### src/rtl/reg_scan_reader.sv
// Sequential register-file dump engine: walks rd_addr over every register and streams each value out over valid/ready.
// Optional running checksum of emitted words when REG_SCAN_CHECKSUM_EN is defined.
//
// state   | meaning
// IDLE    | waiting for start; done pulses here for one cycle after a scan
// CAPTURE | rd_data for rd_addr is latched into the output word
// SEND    | word held on out_*, waiting for out_ready
module reg_scan_reader #(
  parameter int NUM_REGS = 32,
  parameter int ADDR_W   = 5,
  parameter int DATA_W   = 32
) (
  input  logic              clk,
  input  logic              reset_n,
  input  logic              start,
  output logic              busy,
  output logic              done,
  output logic [ADDR_W-1:0] rd_addr,
  input  logic [DATA_W-1:0] rd_data,
  output logic              out_valid,
  input  logic              out_ready,
  output logic [ADDR_W-1:0] out_index,
  output logic [DATA_W-1:0] out_data
`ifdef REG_SCAN_CHECKSUM_EN
  ,
  output logic [DATA_W-1:0] checksum
`endif
);

  if (NUM_REGS > (2 ** ADDR_W)) begin : g_bad_params
    $error("reg_scan_reader: NUM_REGS exceeds 2**ADDR_W");
  end

  localparam logic [ADDR_W-1:0] LAST_IDX = ADDR_W'(NUM_REGS - 1);

  typedef enum logic [1:0] {
    ST_IDLE,
    ST_CAPTURE,
    ST_SEND
  } state_e;

  state_e              state_q;
  logic                busy_q;
  logic                done_q;
  logic                out_valid_q;
  logic [ADDR_W-1:0]   rd_addr_q;
  logic [ADDR_W-1:0]   out_index_q;
  logic [DATA_W-1:0]   out_data_q;

  logic start_accept;
  logic handshake;

  // done_q marks the first IDLE cycle, during which a new start is still ignored.
  assign start_accept = (state_q == ST_IDLE) && start && !done_q;
  assign handshake    = (state_q == ST_SEND) && out_valid_q && out_ready;

  always_ff @(posedge clk or negedge reset_n) begin
    if (!reset_n) begin
      state_q     <= ST_IDLE;
      busy_q      <= 1'b0;
      done_q      <= 1'b0;
      out_valid_q <= 1'b0;
      rd_addr_q   <= '0;
      out_index_q <= '0;
      out_data_q  <= '0;
    end else begin
      done_q <= 1'b0;
      case (state_q)
        ST_IDLE: begin
          if (start_accept) begin
            rd_addr_q <= '0;
            busy_q    <= 1'b1;
            state_q   <= ST_CAPTURE;
          end
        end
        ST_CAPTURE: begin
          out_data_q  <= rd_data;
          out_index_q <= rd_addr_q;
          out_valid_q <= 1'b1;
          state_q     <= ST_SEND;
        end
        ST_SEND: begin
          if (handshake) begin
            out_valid_q <= 1'b0;
            if (out_index_q == LAST_IDX) begin
              busy_q  <= 1'b0;
              done_q  <= 1'b1;
              state_q <= ST_IDLE;
            end else begin
              rd_addr_q <= rd_addr_q + 1'b1;
              state_q   <= ST_CAPTURE;
            end
          end
        end
        default: state_q <= ST_IDLE;
      endcase
    end
  end

`ifdef REG_SCAN_CHECKSUM_EN
  logic [DATA_W-1:0] checksum_q;

  always_ff @(posedge clk or negedge reset_n) begin
    if (!reset_n) begin
      checksum_q <= '0;
    end else if (start_accept) begin
      checksum_q <= '0;
    end else if (handshake) begin
      checksum_q <= checksum_q + out_data_q;
    end
  end

  assign checksum = checksum_q;
`endif

  assign busy      = busy_q;
  assign done      = done_q;
  assign rd_addr   = rd_addr_q;
  assign out_valid = out_valid_q;
  assign out_index = out_index_q;
  assign out_data  = out_data_q;

endmodule

### config.mk
export PLATFORM = sky130hd
export DESIGN_NAME = reg_scan_reader
export DESIGN_NICKNAME = d
export VERILOG_FILES = /design/src/rtl/reg_scan_reader.sv
export SDC_FILE = /design/constraint.sdc
export NUM_CORES = 1
export LEC_CHECK = 0
export ABC_AREA = 0
export BUFFER_PORTS_ARGS = -buffer_cell sky130_fd_sc_hd__buf_2
export CORE_ASPECT_RATIO = 0.5
export CORE_MARGIN = 8
export CORE_UTILIZATION = 42
export CTS_CLUSTER_DIAMETER = 80
export DETAILED_ROUTE_END_ITERATION = 10
export GPL_TIMING_DRIVEN = 0
export PLACE_DENSITY = 0.72
export SLEW_MARGIN = 20
export SYNTH_ARGS = -nofsm -noshare
export SYNTH_HDL_FRONTEND = slang
export SYNTH_SLANG_ARGS = --single-unit
### constraint.sdc
create_clock -name clk -period 1.45 [get_ports clk]
set_input_delay 0.145 -clock clk [delete_from_list [all_inputs] [get_ports clk]]
set_output_delay 0.145 -clock clk [all_outputs]
set_load 0.03 [all_outputs]
==> impl_metrics.json <==
{
  "total_power_mw": 6.23,
  "yosysMostFrequentCell": "dfrtp_1",
  "comb_power_share_pct": 48.8,
  "crit_cells": 4,
  "grt_usage_pct": 12.0,
  "max_stage_delay_ns": 0.43,
  "finish.utilization_pct": 59.2,
  "path_cells": "nor4b_4, a31oi_4, a21o_1, a221o_1",
  "ys_async_sr_fraction_pct": 100,
  "cts_tree": "done",
  "via_per_inst": 4.91,
  "yosysWarnings": 0,
  "crit_path_end_kind": "flip-flop",
  "r2r-start": "done$_DFF_PN0_",
  "slowest_stage": "dfrtp_2",
  "min_period_ns": 1.54,
  "synth_top_cell_by_area": "dfrtp_1",
  "grt_pass1_wl_mm": 7.00,
  "mappedNetlistArea_um2": 1870,
  "cp_max_fo": 5,
  "slew_violations": 0,
  "routed_wl_mm": 4.18,
  "reg2reg_slack_ns": -0.09,
  "drive_gt1_share_pct": 48.4,
  "place_hpwl_mm": 3.17,
  "drt_iter0_markers": 35,
  "cts_max_level": 2,
  "switching_power_mw": 2.63,
  "routed-via-count": 1346,
  "synth_top_area_share_pct": 62.8,
  "first_global_vias": 1443,
  "synth_edf_count": 0,
  "top_level_ports": 81,
  "synth.net_count": 161,
  "post_drt_wl_per_cell_um": 15.2,
  "core_um2": 4340,
  "synthTopCellsByCount": "47 x dfrtp_1, 37 x mux2_1, 4 x nor2_1",
  "n_fill_cell": 360,
  "firstDrtPassIters": 4,
  "arrival_ns": 1.72,
  "areaGrowthSynthToFinish_pct": 37.3,
  "cts_made_buffers": 5,
  "cp.required_ns": 1.63,
  "die_x_um": 110,
  "rsz0062_at_grt": "yes",
  "setup_viol": 2,
  "grt_remaining_overflow": 0,
  "hp-class": "in2reg",
  "syn_inst": 124,
  "layout.nets": 253,
  "cts-root-buf": "clkbuf_8",
  "cts_max_path_buffers": 2,
  "worstSetupEndpoint": "rd_addr[4]$_DFFE_PN0P_",
  "ir_worst_vdd_mv": 0.808,
  "fin_setup_tns_ns": -0.153,
  "die_y_um": 63.2,
  "ys_seq_area_share_pct": 62.8,
  "initial_core_util_pct": 43.1,
  "gp_congestion": 0.799,
  "ant_nets": 0,
  "worstSetupStartpoint": "done$_DFF_PN0_",
  "drc_errors": 0,
  "clkLatencyLatePin_ns": 0.29,
  "status": "finished, violations left",
  "yosys-top-cells-area": "dfrtp_1 63%, mux2_1 22%, buf_2 0.80%, nand3_1 0.80%, nor3_1 0.80%",
  "fin_skew_ns": 0.00313,
  "fin_crit_sh_pct": 106,
  "crit_type": "reg2reg",
  "power.leakage_nw": 1.30,
  "antenna_found_initial": 0,
  "internal-power_mw": 3.59,
  "final_cells": 274,
  "rr_endpoint": "rd_addr[4]$_DFFE_PN0P_",
  "crit_family": "compound AO/OA/AOI/OAI gates",
  "rows": 17,
  "p_clk_share_pct": 15.7,
  "seq_power_share_pct": 35.4,
  "powerDensity_nw_per_um2": 2420,
  "max_slew_margin_pct": 60.5,
  "path_clk_slew_ns": 0.08,
  "cp_num_buf_inv": 0,
  "finalHoldViolations": 0,
  "portBuffers": 80,
  "ys_types": 31,
  "clkSinkCount": 47,
  "dieArea_um2": 6980,
  "grt_max_degree": 48,
  "synth_seq_cells": 47,
  "diodes": 0,
  "setup_slack_ns": -0.0889,
  "swShare_pct": 42.3,
  "fmax_mhz": 650,
  "critPathLaunchType": "flip-flop",
  "cap_violations": 0,
  "reg2regPathDepth": 4,
  "violations": "setup timing",
  "syn_avg_cell_area_um2": 15.1,
  "placed_cells": 261,
  "ys.flop_type": "dfrtp_1",
  "worstMarginPinSlew_ns": 0.592
}
[worst register-to-register path, cell delays in order (launching register included)]
cell and delay, ns:
dfrtp_2 0.43, nor4b_4 0.37, a31oi_4 0.08, a21o_1 0.23
a221o_1 0.33
[worst min-delay path by stage]
stage | startpoint | to | slack (ns) | cells after the start
after global placement | reset_n | out_data[5]$_DFFE_PN0P_ | 0.36 | 1
final | rd_data[27] | out_data[27]$_DFFE_PN0P_ | 0.06 | 2
after global routing | rd_data[20] | out_data[20]$_DFFE_PN0P_ | 0.05 | 2
after floorplan | reset_n | busy$_DFFE_PN0P_ | -0.15 | 0
after CTS | reset_n | out_data[2]$_DFFE_PN0P_ | 0.05 | 1
after detailed placement | rd_data[19] | out_data[19]$_DFFE_PN0P_ | 0.37 | 2
[timing repair]
item / 4_1_cts / 5_1_grt
gates cloned: 0 / 0
endpoints found under the setup margin: 33 / 25
hold buffers: 0 / 1
hold endpoints to repair: 0 / 47
setup buffers: 3 / 1
gates resized for setup: 6 / 6
pin swaps: 2 / 2
[cell type report]
class / instances / area (um2) / share of cell area (%)
flip-flops and latches: 47 / 1180 / 45.9
multi-input cells: 72 / 697 / 27.1
repair buffers: 85 / 455 / 17.7
clock buffers: 6 / 82.6 / 3.21
well taps: 57 / 71.3 / 2.78
plain buffers: 4 / 45.0 / 1.75
clock inverters: 2 / 35.0 / 1.36
inverters: 1 / 3.75 / 0.146
[layer usage]
metal / vias to the layer above / wire (um) / GRT usage [%]
met5: - / 0 / 0
met4: 0 / 27 / 5.34
met3: 2 / 211 / 3.78
met2: 32 / 2260 / 21.5
met1: 677 / 1680 / 12.8
li1: 635 / - / -
[cells by family after synthesis]
kind of cell               count (synthesis)  share of synthesized area [%]
adders and majority gates                  1                          0.668
buffers and inverters                      5                           1.40
muxes                                     37                           22.3
and+or+nand+nor                           22                           7.29
DFF                                       47                           62.8
AOI/OAI and AO/OA                         12                           5.55
[sequential cells by signal (all words and copies together) (netlist names)]
signal	flops
state_q	2
done	1
rd_addr	5
out_data	32
busy	1
out_index	5
out_valid	1
[stage by stage]
| step | hold WS [ns] | instance area (um2) | setup WS [ns] |
|---|---|---|---|
| final | 0.0613 | 2570 | -0.0889 |
| after global routing | 0.0481 | 2570 | -0.155 |
| after CTS | 0.0485 | 2510 | -0.0778 |
| after detailed placement | 0.366 | 2360 | -0.158 |
| after global placement | 0.356 | 2360 | -0.156 |
| after floorplan | -0.151 | 1880 | -0.0410 |
[power groups by stage]
stage / combinational (mW) / sequential, mW / clock (mW)
4_1_cts: 2.96 / 2.20 / 1.02
5_1_grt: 3.24 / 2.29 / 1.07
6_report: 3.04 / 2.21 / 0.980
3_5_place_dp: 2.85 / 2.24 / 0
2_1_floorplan: 0.917 / 3.30 / 0
3_3_place_gp: 2.81 / 2.20 / 0
[cells in the final DEF, fill, tap and decap left out, types with 2 or more instances in the layout]
| cell type | count |
|---|---|
| nand2_1 | 2 |
| dfrtp_1 | 44 |
| buf_4 | 4 |
| nor3_1 | 3 |
| buf_2 | 79 |
| buf_8 | 2 |
| clkbuf_4 | 2 |
| mux2_1 | 36 |
| nand3_1 | 3 |
| clkbuf_8 | 6 |
| a21o_1 | 2 |
| dfrtp_2 | 3 |
| nor2_1 | 4 |
(Power assumes the default switching activity.)
